==> config.mk <==
export PLATFORM = sky130hd
export DESIGN_NAME = pipe_ctrl_flat
export DESIGN_NICKNAME = d
export VERILOG_FILES = /design/src/rtl/pipe_ctrl_if.sv /design/src/rtl/pipe_ctrl.sv /design/src/flat_wrapper.sv
export SDC_FILE = /design/constraint.sdc
export NUM_CORES = 1
export LEC_CHECK = 0
export CAP_MARGIN = 20
export CORE_ASPECT_RATIO = 0.8
export CORE_MARGIN = 2
export CORE_UTILIZATION = 47
export DETAILED_ROUTE_END_ITERATION = 8
export HOLD_SLACK_MARGIN = 0.08
export MAX_ROUTING_LAYER = met4
export PLACE_DENSITY = 0.81
export SYNTH_ARGS = -nofsm -noshare
export SYNTH_HDL_FRONTEND = slang
export SYNTH_SLANG_ARGS = --single-unit
==> constraint.sdc <==
create_clock -name clk -period 2.5 [get_ports clk]
set_input_delay 0.25 -clock clk [delete_from_list [all_inputs] [get_ports clk]]
set_output_delay 0.25 -clock clk [all_outputs]
set_load 0.01 [all_outputs]
==> src/rtl/pipe_ctrl_if.sv <==
// pipe_ctrl_if: pipeline backward-control bundle between the stage logic and pipe_ctrl.
//   Requests toward the controller: stallreq_if/id/ex/mem, ex_branch_flag, ex_branch_target,
//   if_redirect_ready.
//   Controls back to the stages: stall[5:0] (PC, if_id, id_ex, ex_mem, mem_wb, reserved),
//   flush_if_id, flush_id_ex, redirect_valid, redirect_pc, perf_stall_cycles, perf_redirects.
//   master = pipeline side, slave = pipe_ctrl side.
interface pipe_ctrl_if #(
    parameter int ADDR_WIDTH = 17,
    parameter int CNT_WIDTH  = 32
);
    logic                  stallreq_if;
    logic                  stallreq_id;
    logic                  stallreq_ex;
    logic                  stallreq_mem;
    logic                  ex_branch_flag;
    logic [ADDR_WIDTH-1:0] ex_branch_target;
    logic                  if_redirect_ready;
    logic [5:0]            stall;
    logic                  flush_if_id;
    logic                  flush_id_ex;
    logic                  redirect_valid;
    logic [ADDR_WIDTH-1:0] redirect_pc;
    logic [CNT_WIDTH-1:0]  perf_stall_cycles;
    logic [CNT_WIDTH-1:0]  perf_redirects;

    modport master (
        output stallreq_if, stallreq_id, stallreq_ex, stallreq_mem,
        output ex_branch_flag, ex_branch_target, if_redirect_ready,
        input  stall, flush_if_id, flush_id_ex, redirect_valid, redirect_pc,
        input  perf_stall_cycles, perf_redirects
    );

    modport slave (
        input  stallreq_if, stallreq_id, stallreq_ex, stallreq_mem,
        input  ex_branch_flag, ex_branch_target, if_redirect_ready,
        output stall, flush_if_id, flush_id_ex, redirect_valid, redirect_pc,
        output perf_stall_cycles, perf_redirects
    );
endinterface

==> src/rtl/pipe_ctrl.sv <==
// pipe_ctrl: 5-stage pipeline stall/flush control with branch redirect FSM and debug counters.
//   clk  : system clock, all state on posedge
//   rst  : asynchronous active-low reset (0 = reset)
//   bus  : pipe_ctrl_if.slave -- stall requests and EX branch resolution in; stall vector,
//          flushes, redirect_valid/redirect_pc handshake and saturating perf counters out.
module pipe_ctrl #(
    parameter int ADDR_WIDTH = 17,
    parameter int CNT_WIDTH  = 32
) (
    input logic       clk,
    input logic       rst,
    pipe_ctrl_if.slave bus
);
    typedef enum logic {IDLE, REDIRECT} state_t;

    state_t                state;
    logic                  accept;
    logic [5:0]            stall;
    logic                  redirect_valid;
    logic [ADDR_WIDTH-1:0] redirect_pc;
    logic [CNT_WIDTH-1:0]  stall_cnt;
    logic [CNT_WIDTH-1:0]  redir_cnt;

    // Deepest requesting stage wins; everything upstream of it holds too. Gated by rst so the
    // combinational outputs read as zero while reset is asserted.
    always_comb begin
        stall = !rst            ? 6'b000000 :
                bus.stallreq_mem ? 6'b011111 :
                bus.stallreq_ex  ? 6'b001111 :
                bus.stallreq_id  ? 6'b000111 :
                bus.stallreq_if  ? 6'b000011 : 6'b000000;
    end

    // A branch held up by a busy EX/MEM is simply not taken yet; EX re-presents it when free.
    assign accept = rst && state == IDLE && bus.ex_branch_flag && !bus.stallreq_ex && !bus.stallreq_mem;

    always_ff @(posedge clk or negedge rst) begin
        if (!rst) begin
            state          <= IDLE;
            redirect_valid <= 1'b0;
            redirect_pc    <= '0;
            stall_cnt      <= '0;
            redir_cnt      <= '0;
        end else begin
            if (accept) begin
                state          <= REDIRECT;
                redirect_valid <= 1'b1;
                redirect_pc    <= bus.ex_branch_target;
            end else if (state == REDIRECT && redirect_valid && bus.if_redirect_ready) begin
                state          <= IDLE;
                redirect_valid <= 1'b0;
            end
            if (stall != 6'b000000 && stall_cnt != '1)
                stall_cnt <= stall_cnt + 1'b1;
            if (accept && redir_cnt != '1)
                redir_cnt <= redir_cnt + 1'b1;
        end
    end

    // Flushes cover the accept cycle itself and every cycle the redirect is outstanding.
    assign bus.flush_if_id       = accept || state == REDIRECT;
    assign bus.flush_id_ex       = accept || state == REDIRECT;
    assign bus.stall             = stall;
    assign bus.redirect_valid    = redirect_valid;
    assign bus.redirect_pc       = redirect_pc;
    assign bus.perf_stall_cycles = stall_cnt;
    assign bus.perf_redirects    = redir_cnt;
endmodule

==> src/flat_wrapper.sv <==
// flat-port wrapper written by rule: the top's interface ports become plain ports
module pipe_ctrl_flat 
#(
    parameter int ADDR_WIDTH = 17,
    parameter int CNT_WIDTH  = 32
)
  (clk, rst, bus_stallreq_if, bus_stallreq_id, bus_stallreq_ex, bus_stallreq_mem, bus_ex_branch_flag, bus_ex_branch_target, bus_if_redirect_ready, bus_stall, bus_flush_if_id, bus_flush_id_ex, bus_redirect_valid, bus_redirect_pc, bus_perf_stall_cycles, bus_perf_redirects);
  pipe_ctrl_if #(.ADDR_WIDTH(ADDR_WIDTH), .CNT_WIDTH(CNT_WIDTH)) bus_i ();
  input logic clk;
  input logic rst;
  input wire logic [$bits(bus_i.stallreq_if)-1:0] bus_stallreq_if;
  input wire logic [$bits(bus_i.stallreq_id)-1:0] bus_stallreq_id;
  input wire logic [$bits(bus_i.stallreq_ex)-1:0] bus_stallreq_ex;
  input wire logic [$bits(bus_i.stallreq_mem)-1:0] bus_stallreq_mem;
  input wire logic [$bits(bus_i.ex_branch_flag)-1:0] bus_ex_branch_flag;
  input wire logic [$bits(bus_i.ex_branch_target)-1:0] bus_ex_branch_target;
  input wire logic [$bits(bus_i.if_redirect_ready)-1:0] bus_if_redirect_ready;
  output wire logic [$bits(bus_i.stall)-1:0] bus_stall;
  output wire logic [$bits(bus_i.flush_if_id)-1:0] bus_flush_if_id;
  output wire logic [$bits(bus_i.flush_id_ex)-1:0] bus_flush_id_ex;
  output wire logic [$bits(bus_i.redirect_valid)-1:0] bus_redirect_valid;
  output wire logic [$bits(bus_i.redirect_pc)-1:0] bus_redirect_pc;
  output wire logic [$bits(bus_i.perf_stall_cycles)-1:0] bus_perf_stall_cycles;
  output wire logic [$bits(bus_i.perf_redirects)-1:0] bus_perf_redirects;
  assign bus_i.stallreq_if = bus_stallreq_if;
  assign bus_i.stallreq_id = bus_stallreq_id;
  assign bus_i.stallreq_ex = bus_stallreq_ex;
  assign bus_i.stallreq_mem = bus_stallreq_mem;
  assign bus_i.ex_branch_flag = bus_ex_branch_flag;
  assign bus_i.ex_branch_target = bus_ex_branch_target;
  assign bus_i.if_redirect_ready = bus_if_redirect_ready;
  assign bus_stall = bus_i.stall;
  assign bus_flush_if_id = bus_i.flush_if_id;
  assign bus_flush_id_ex = bus_i.flush_id_ex;
  assign bus_redirect_valid = bus_i.redirect_valid;
  assign bus_redirect_pc = bus_i.redirect_pc;
  assign bus_perf_stall_cycles = bus_i.perf_stall_cycles;
  assign bus_perf_redirects = bus_i.perf_redirects;
  pipe_ctrl #(.ADDR_WIDTH(ADDR_WIDTH), .CNT_WIDTH(CNT_WIDTH)) u_core (.clk(clk), .rst(rst), .bus(bus_i));
endmodule
==> results of run 1 <==
-- cell families after synthesis --
kind of cell    after synthesis  share of synthesized area
fa+ha+maj                     2                    0.00647
mux                           3                    0.00873
simple gates                195                      0.269
flops                        82                      0.530
buf+inv                      14                     0.0191
other cells                   1                   0.000969
compound gates               14                     0.0314
xor+xnor                     59                      0.134
-- what timing repair did --
action                                 CTS  global route
buffers inserted                         0             0
resized for setup                        0             0
hold buffers                             1             0
endpoints found under the hold margin   32             0
-- final timing paths --
check | start | end | cells after the start
max | rst | u_core.bus.perf_redirects[22] | 7
min | bus_ex_branch_target[6] | u_core.bus.redirect_pc[6] | 3
max reg2reg | u_core.bus.perf_redirects[0] | u_core.bus.perf_redirects[22] | 6
min reg2reg | u_core.bus.redirect_pc[7] | u_core.bus.redirect_pc[7] | 2
max in group asynchronous | rst | u_core.bus.perf_redirects[26] | 4
min in group asynchronous | rst | u_core.bus.redirect_pc[16] | 3
-- power groups by stage --
stage               registers, W  logic, W  clock network [W]
floorplan                0.00169  0.000207                  0
global placement         0.00164  0.000694                  0
detailed placement       0.00165  0.000714                  0
CTS                      0.00162  0.000718           0.000866
global route             0.00166  0.000770           0.000924
finish                   0.00163  0.000705           0.000839
-- cells in the final DEF (no fill, tap or decap), types with 2 or more instances in the layout --
cell	n
clkdlybuf4s50_1	112
dfrtp_1	82
nand2_1	76
xor2_1	31
xnor2_1	28
nand3_1	19
nand4_1	18
nor2_1	16
and3_1	14
nor3_1	12
and4_1	10
clkbuf_8	10
buf_4	10
inv_1	3
o21ai_0	3
or4_1	3
mux2_2	3
nor2b_1	3
nor3_2	3
nor4_1	3
clkinv_2	3
a31oi_1	2
a21oi_1	2
nor3b_1	2
nor3b_2	2
nand4b_1	2
nand3b_1	2
ha_1	2
clkinvlp_4	2
-- metrics by stage --
step / cell area, µm² / total power (W) / TNS (ps)
after floorplan: 3870 / 0.00189 / 0
after global placement: 5140 / 0.00234 / 0
after detailed placement: 5140 / 0.00236 / -52.8
after CTS: 5320 / 0.00321 / 0
after global routing: 5320 / 0.00335 / 0
final: 5320 / 0.00317 / 0
-- registers in the layout, indices dropped and copies added (netlist names) --
register	cells
u_core.bus.redirect_pc	17
u_core.state	1
u_core.bus.perf_redirects	32
u_core.bus.perf_stall_cycles	32
-- cell type report --
class | instances | area share
sequential | 82 | 0.386
inverter | 3 | 0.00212
multi-input combinational | 274 | 0.328
clock buffer | 11 | 0.0266
tap | 108 | 0.0254
clock inverter | 5 | 0.00565
timing repair buffer | 123 | 0.227
-- worst max-delay path: stages --
cell	delay, ps
dlygate4sd3_1	540
buf_4	150
nand4bb_1	260
or4_1	630
a2111oi_4	430
nand4_1	170
xnor2_1	160
-- cells in the mapped netlist (4+ instances only) --
master,count
dfrtp_1,82
nand2_1,76
xor2_1,31
xnor2_1,28
nand3_1,19
nand4_1,18
nor2_1,16
and3_1,14
nor3_1,12
and4_1,10
clkbuf_1,4
-- per-layer routing --
layer / GRT usage / up-vias / share of wire
li1: - / 1527 / -
met1: 0.310 / 1566 / 0.47
met2: 0.338 / 99 / 0.47
met3: 0.0445 / 11 / 0.058
met4: 0.0606 / 0 / 0.0093
met5: - / - / 0
==> metrics.md, run 1 <==
| Metric | Value |
|---|---|
| Status | finished, final reports clean |
| Reg power frac | 0.513 |
| Share of layout cells above drive strength 1 | 0.0823 |
| Largest net degree at the start of global routing | 51 |
| Dominant cells by area after synthesis | dfrtp_1 53%, nand2_1 7.4%, xor2_1 7.0% |
| PnR worst setup slack | 137 ps |
| Hold Path Class | in2reg |
| Rel. slew slack | 0.597 |
| Seq. cell area | 2050 µm² |
| Post-synth EDFFs | 0 |
| WL/cell | 15.2 µm |
| Max Cap Viol | 0 |
| Data required, critical path | 2720 ps |
| Core area | 7950 µm² |
| CP max FO | 6 |
| Worst EP arrival | 2580 ps |
| Fillcell total | 625 |
| Worst VDD drop | 421 µV |
| Final Wtd Congestion | 0.885 |
| Mapped cell area | 3870 µm² |
| LEAKAGE | 2.41 nW |
| Yosys reg bits | 82 |
| Drc violations | 0 |
| Top_reg_cell synth | dfrtp_1 |
| Starting DRT DRC Count | 115 |
| Comb power frac | 0.222 |
| IO Port Bufs | 113 |
| PwrDens | 596 nW/µm² |
| Clock Tree Buf Depth | 2 |
| CP startpoint kind | primary input |
| Core Util, Final | 0.669 |
| Final Hold Fails | 0 |
| Multi-input logic area | 1740 µm² |
| Final Setup Violations | 0 |
| Routed Antenna Nets | 0 |
| DP Cell Count | 589 |
| Root buffer cell | clkbuf_8 |
| Worst-Skew Late Latency | 340 ps |
| Flop-to-flop setup slack | 200 ps |
| Crit share post-route | 0.945 |
| Number of global-route vias before repair | 3166 |
| RSZ-0062 raised after global routing | no |
| Leading area contributor after synthesis | dfrtp_1 |
| Synth Instances | 370 |
| Fin crit period | 2360 ps |
| CP Class | in2reg |
| Die Ht | 85.2 µm |
| Htree depth | 3 |
| ANT cells | 0 |
| Pre-CTS WS | -23.1 ps |
| Starting Density | 0.487 |
| DP HPWL | 6840 µm |
| Ys Warns | 0 |
| Pre-Repair DR Iteration Count | 4 |
| Max Freq | 0.423 GHz |
| Pint | 0.00226 W |
| Clock skew | 10.2 ps |
| Hold WS | 426 ps |
| Sw frac | 0.288 |
| Worst slew pin tran | 604 ps |
| Critical Path End Type | flop |
| Die X-Extent | 105 µm |
| TritonCTS clock tree | built |
| Final slew viol count | 0 |
| CTS clk-pin slew, worst paths | 80 ps |
| Std cell rows | 29 |
| Area Overhead vs Synth | 37.5% |
| Initial antenna violation count | 0 |
| Netlist cell types | 47 |
| Vias | 3203 |
| WL final | 9220 µm |
| Layout Nets | 520 |
| Sequential area share after synthesis | 0.530 |
| Vias per cell | 5.29 |
| GRT overflow | 0 |
| First-pass GRT wire length | 15600 µm |
| Switching power | 0.000913 W |
| Clk sinks | 82 |
| Ys async rst share | 1.00 |
| I/O pin count | 115 |
| GRT Total Usage | 0.223 |
| Post-synth top area share | 0.530 |
| Final non-filler cell total | 606 |
| Post-Syn Nets | 397 |
| Syn avg cell area | 10.5 µm² |
| Clock network power share | 0.264 |
| Die Footprint | 8980 µm² |
| CTS Buf Count | 9 |
Note: power is estimated with default switching activity, not from simulation.
==> run 2, diff against run 1 <==
--- a/config.mk
+++ b/config.mk
@@ -6,13 +6,14 @@
 export NUM_CORES = 1
 export LEC_CHECK = 0
 export CAP_MARGIN = 20
-export CORE_ASPECT_RATIO = 0.8
+export CORE_ASPECT_RATIO = 1.75
 export CORE_MARGIN = 2
-export CORE_UTILIZATION = 47
+export CORE_UTILIZATION = 55
 export DETAILED_ROUTE_END_ITERATION = 8
+export DONT_BUFFER_PORTS = 1
 export HOLD_SLACK_MARGIN = 0.08
 export MAX_ROUTING_LAYER = met4
-export PLACE_DENSITY = 0.81
+export PLACE_DENSITY = 0.71
 export SYNTH_ARGS = -nofsm -noshare
 export SYNTH_HDL_FRONTEND = slang
 export SYNTH_SLANG_ARGS = --single-unit
==> metrics.md, run 2 (synthesis results as in run 1) <==
| Metric | Value |
|---|---|
| CTS clk-pin slew, worst paths | 60 ps (-20 ps) |
| Max Cap Viol | 0 (unchanged) |
| Most frequent cells in the layout | 82 x dfrtp_1, 76 x nand2_1, 31 x xor2_1, 28 x xnor2_1 |
| Largest net degree at the start of global routing | 83 (+63%) |
| Core area | 6860 µm² (-14%) |
| Worst-Skew Late Latency | 340 ps (about the same) |
| Core Util, Final | 0.670 (about the same) |
| Clock skew | 4.05 ps (-6.14 ps) |
| Htree depth | 3 (unchanged) |
| Post-CTS sizing | 0 (unchanged) |
| Vias | 2940 (-8.2%) |
| CTS Buf Count | 9 (unchanged) |
| Status | finished, final reports clean |
| Starting DRT DRC Count | 171 (+49%) |
| Final Hold Fails | 0 (unchanged) |
| Clock Tree Buf Depth | 2 (unchanged) |
| Vias per cell | 6.01 (+14%) |
| Max Freq | 0.435 GHz (+2.7%) |
| Routed Antenna Nets | 0 (unchanged) |
| Worst VDD drop | 741 µV (+76%) |
| Setup repair bufs after CTS | 0 (unchanged) |
| Share of layout cells above drive strength 1 | 0.106 (+0.0238) |
| Data required, critical path | 2720 ps (about the same) |
| Area Overhead vs Synth | 18.7% |
| WL final | 9350 µm (+1.4%) |
| WL/cell | 19.1 µm (+26%) |
| Crit share post-route | 0.920 (-0.0250) |
| ANT cells | 0 (unchanged) |
| Multi-input logic area | 1740 µm² (unchanged) |
| First-pass GRT wire length | 14800 µm (-4.8%) |
| Root buffer cell | clkbuf_16 |
| Rel. slew slack | 0.495 (-0.102) |
| Worst slew pin tran | 754 ps (+150 ps) |
| GRT overflow | 0 (unchanged) |
| TritonCTS clock tree | built |
| Clk sinks | 82 (unchanged) |
| LEAKAGE | 2.19 nW (-8.8%) |
| Std cell rows | 40 (+38%) |
| Fillcell total | 511 (-18%) |
| RSZ-0062 raised after global routing | no |
| Worst EP arrival | 2520 ps (-60 ps) |
| CTS Hold Bufs | 20 (+19) |
| Drc violations | 0 (unchanged) |
| GRT Total Usage | 0.270 (+0.0468) |
| CP Class | reg2reg |
| CP max FO | 5 (-1) |
| DP HPWL | 6480 µm (-5.3%) |
| Number of global-route vias before repair | 3032 (-4.2%) |
| Die Ht | 115 µm (+35%) |
| IO Port Bufs | 0 (-100%) |
| PwrDens | 810 nW/µm² (+36%) |
| Pre-CTS WS | 196 ps (+219 ps) |
| Sum Neg Setup Slack | 0 ps (unchanged) |
| Pre-Repair DR Iteration Count | 5 (+1) |
| Hold WS | 395 ps (-31.4 ps) |
| Starting Density | 0.564 (+0.0774) |
| Final Setup Violations | 0 (unchanged) |
| Critical Path End Type | flop |
| Layout Nets | 427 (-18%) |
| Most common cell after layout, fill and taps aside | dfrtp_1 |
| Hold Path Class | in2reg |
| CP startpoint kind | flop |
| Final Wtd Congestion | 0.818 (-7.5%) |
| Seq. cell area | 2050 µm² (unchanged) |
| Fin crit period | 2300 ps (-62.5 ps) |
| Die X-Extent | 67.4 µm (-36%) |
| I/O pin count | 115 (unchanged) |
| Die Footprint | 7750 µm² (-14%) |
| Final slew viol count | 0 (unchanged) |
| Initial antenna violation count | 0 (unchanged) |
| PnR worst setup slack | 199 ps (+62.5 ps) |
## run 2: cell types whose count changed in the layout (fill, tap and decap cells not counted), sizes merged
cell,delta
clkinv,-3
clkbuf,+1
clkinvlp,-2
dlygate4sd3,+18
buf,+1
bufinv,+4
clkdlybuf4s50,-112
## run 2: final timing paths
| kind | startpoint | end | slack, ps | cells past startpoint |
|---|---|---|---|---|
| setup reg to reg | u_core.bus.perf_redirects[1] | u_core.bus.perf_redirects[22] | 200 | 6 |
| min in group asynchronous | rst | u_core.bus.perf_redirects[21] | 470 | 2 |
| hold reg to reg | u_core.bus.redirect_pc[4] | u_core.bus.redirect_pc[4] | 560 | 2 |
| hold / removal | rst | u_core.bus.perf_stall_cycles[0] | 390 | 4 |
| setup / recovery | u_core.bus.perf_redirects[1] | u_core.bus.perf_redirects[22] | 200 | 6 |
| max in group asynchronous | rst | u_core.bus.redirect_pc[6] | 1710 | 2 |
## run 2: cell type report
class	instances	share of cell area
clock buffer	12	0.0581
timing repair buffer	30	0.0638
clock inverter	4	0.0262
inverter	3	0.00245
multi-input combinational	274	0.380
tap	84	0.0229
sequential	82	0.447
## run 2: worst max-delay path: stages (launching register included)
cell and delay [ps]:
dfrtp_1 460, ha_1 220, nand3_1 170, or4_1 560
a2111oi_4 440, nand4_1 180, xnor2_1 160
## run 2: per-layer routing
metal | track usage | part of all wire | vias to the layer above
met1 | 0.261 | 0.35 | 1460
li1 | - | - | 1348
met5 | - | 0 | -
met3 | 0.0705 | 0.058 | 20
met4 | 0.146 | 0.028 | 0
met2 | 0.474 | 0.56 | 112
## run 2: report_power, final
group	switching [W]	internal [W]	leakage [nW]	total, W
Clock	0.000521	0.00116	0.189	0.00168
Combinational	0.000181	0.000152	0.908	0.000334
Sequential	0.000231	0.00147	1.10	0.00170
## run 2: metrics by stage
stage | std cells | total power [W] | instance area (µm²)
2_1_floorplan | 370 | 0.00189 | 3870
3_3_place_gp | 453 | 0.00198 | 3990
3_5_place_dp | 453 | 0.00200 | 3990
4_1_cts | 489 | 0.00374 | 4590
5_1_grt | 489 | 0.00386 | 4590
6_report | 489 | 0.00372 | 4590
==> run 3, diff against run 2 <==
--- a/config.mk
+++ b/config.mk
@@ -8,12 +8,11 @@
 export CAP_MARGIN = 20
 export CORE_ASPECT_RATIO = 1.75
 export CORE_MARGIN = 2
-export CORE_UTILIZATION = 55
+export CORE_UTILIZATION = 47
 export DETAILED_ROUTE_END_ITERATION = 8
-export DONT_BUFFER_PORTS = 1
 export HOLD_SLACK_MARGIN = 0.08
 export MAX_ROUTING_LAYER = met4
-export PLACE_DENSITY = 0.71
+export PLACE_DENSITY = 0.81
 export SYNTH_ARGS = -nofsm -noshare
 export SYNTH_HDL_FRONTEND = slang
 export SYNTH_SLANG_ARGS = --single-unit
==> metrics.md, run 3 (synthesis results as in run 1) <==
| Metric | Value |
|---|---|
| Die X-Extent | 72.6 µm (+7.7%) |
| Rel. slew slack | 0.465 (-0.0298) |
| Final Setup Violations | 0 (unchanged) |
| Worst EP arrival | 2490 ps (-30 ps) |
| Path depth of the worst reg2reg path | 6 (unchanged) |
| IO Port Bufs | 113 (+113) |
| Largest net degree at the start of global routing | 65 (-22%) |
| Root buffer cell | clkbuf_16 |
| Critical Path Sink | u_core.bus.perf_redirects[26] |
| Initial antenna violation count | 0 (unchanged) |
| Vias | 3308 (+13%) |
| Critical Path Start | rst |
| Pre-Repair DR Iteration Count | 4 (-1) |
| Core area | 7960 µm² (+16%) |
| Final Cell Area | 5450 µm² (+19%) |
| Worst VDD drop | 422 µV (-43%) |
| Flop-to-flop setup slack | 230 ps (+30 ps) |
| CP max FO | 6 (+1) |
| Core Util, Final | 0.684 (+0.0148) |
| Worst slew pin tran | 802 ps (+48.3 ps) |
| PwrDens | 669 nW/µm² (-17%) |
| Number of global-route vias before repair | 3350 (+10%) |
| Fillcell total | 639 (+25%) |
| WL/cell | 16.4 µm (-14%) |
| Layout Nets | 524 (+23%) |
| Max Freq | 0.439 GHz (+0.95%) |
| Clock skew | 4.80 ps (+0.751 ps) |
| Reg-to-Reg End | u_core.bus.perf_redirects[26] |
| Area Overhead vs Synth | 40.8% |
| WL final | 9660 µm (+3.4%) |
| Die Ht | 124 µm (+7.9%) |
| TritonCTS clock tree | built |
| Final slew viol count | 0 (unchanged) |
| Worst reg2reg startpoint | u_core.bus.perf_redirects[0] |
| Max Cap Viol | 0 (unchanged) |
| CTS clk-pin slew, worst paths | 50 ps (about the same) |
| CTS Buf Count | 9 (unchanged) |
| I/O pin count | 115 (unchanged) |
| Crit share post-route | 0.912 (-0.00868) |
| Fin crit period | 2280 ps (-21.7 ps) |
| Critical Path End Type | flop |
| DP HPWL | 7270 µm (+12%) |
| Worst-Skew Late Latency | 330 ps (about the same) |
| GRT overflow | 0 (unchanged) |
| Drc violations | 0 (unchanged) |
| RSZ-0062 raised after global routing | no |
| Starting DRT DRC Count | 141 (-18%) |
| Design Power | 0.00364 W (-2.0%) |
| Die Footprint | 9000 µm² (+16%) |
| Vias per cell | 5.61 (-6.7%) |
| Clk sinks | 82 (unchanged) |
| Post-DP Area | 5140 µm² (+29%) |
| Final Hold Fails | 0 (unchanged) |
| Starting Density | 0.486 (-0.0784) |
| Std cell rows | 43 (+7.5%) |
| Status | finished, final reports clean |
| GRT Total Usage | 0.237 (-0.0324) |
| Post-CTS sizing | 0 (unchanged) |
| Final Wtd Congestion | 0.931 (+14%) |
| CP Class | in2reg |
| First-pass GRT wire length | 16100 µm (+8.7%) |
| ANT cells | 0 (unchanged) |
| LEAKAGE | 2.48 nW (+13%) |
| Routed Antenna Nets | 0 (unchanged) |
| Sum Neg Setup Slack | 0 ps (unchanged) |
| Share of layout cells above drive strength 1 | 0.0860 (-0.0202) |
| Clock Tree Buf Depth | 2 (unchanged) |
| Hold Path Class | in2reg |
| Data required, critical path | 2710 ps (about the same) |
| Hold WS | 448 ps (+53.3 ps) |
| Most common cell after layout, fill and taps aside | clkdlybuf4s50_1 |
| Most frequent cells in the layout | 112 x clkdlybuf4s50_1, 82 x dfrtp_1, 76 x nand2_1, 31 x xor2_1, 28 x xnor2_1 |
| CP startpoint kind | primary input |
| Htree depth | 3 (unchanged) |
-- run 3: cell types whose count changed in the layout (fill, tap and decap cells not counted) --
cell,change
dlygate4sd3_1,-18
buf_4,+4
bufinv_16,-3
clkinvlp_4,+1
buf_16,-1
clkbuf_1,+1
clkdlybuf4s50_1,+112
clkbuf_8,-1
-- run 3: metrics by stage --
| step | std cells | setup WS, ps |
|---|---|---|
| 4_1_cts | 590 | 248 |
| 6_report | 590 | 221 |
| 3_3_place_gp | 575 | 140 |
| 5_1_grt | 590 | 106 |
| 3_5_place_dp | 575 | 83.1 |
| 2_1_floorplan | 370 | 467 |
-- run 3: repair_timing --
| item | CTS | global route |
|---|---|---|
| endpoints found under the hold margin | 18 | 0 |
| setup buffers | 0 | 0 |
| hold buffers | 1 | 0 |
-- run 3: area by class of cell --
| type | count | area, µm² | area share |
|---|---|---|---|
| Timing Repair Buffer | 127 | 1240 | 0.227 |
| Sequential cell | 82 | 2050 | 0.377 |
| Clock inverter | 2 | 37.5 | 0.00689 |
| Multi-Input combinational cell | 274 | 1740 | 0.320 |
| Tap cell | 90 | 113 | 0.0207 |
| Clock buffer | 12 | 256 | 0.0471 |
| Inverter | 3 | 11.3 | 0.00207 |
-- run 3: how the worst min path moves through the flow --
stage,start,endpoint,slack (ps),cells past startpoint
finish,bus_ex_branch_target[12],u_core.bus.redirect_pc[12],450,3
floorplan,rst,u_core.bus.perf_redirects[0],-50,0
global route,bus_ex_branch_target[12],u_core.bus.redirect_pc[12],440,3
detailed placement,rst,u_core.bus.perf_redirects[17],310,2
CTS,bus_ex_branch_target[12],u_core.bus.redirect_pc[12],430,3
global placement,rst,u_core.bus.perf_redirects[17],300,2
-- run 3: worst max-delay path, cell delays in order --
cell	delay, ps
dlygate4sd3_1	520
buf_4	150
nand4bb_1	160
or4_1	590
a2111oi_4	470
nand4_1	180
xnor2_1	160
-- run 3: where the power goes --
| group | switching [W] | internal [W] | total (W) |
|---|---|---|---|
| Combinational | 0.000316 | 0.000404 | 0.000720 |
| Clock | 0.000487 | 0.000817 | 0.00130 |
| Sequential | 0.000147 | 0.00147 | 0.00162 |
-- run 3: routing by layer --
| metal | part of all wire | global-route usage |
|---|---|---|
| met1 | 0.39 | 0.273 |
| met2 | 0.53 | 0.397 |
| met3 | 0.045 | 0.0364 |
| met4 | 0.033 | 0.123 |
| met5 | 0 | - |
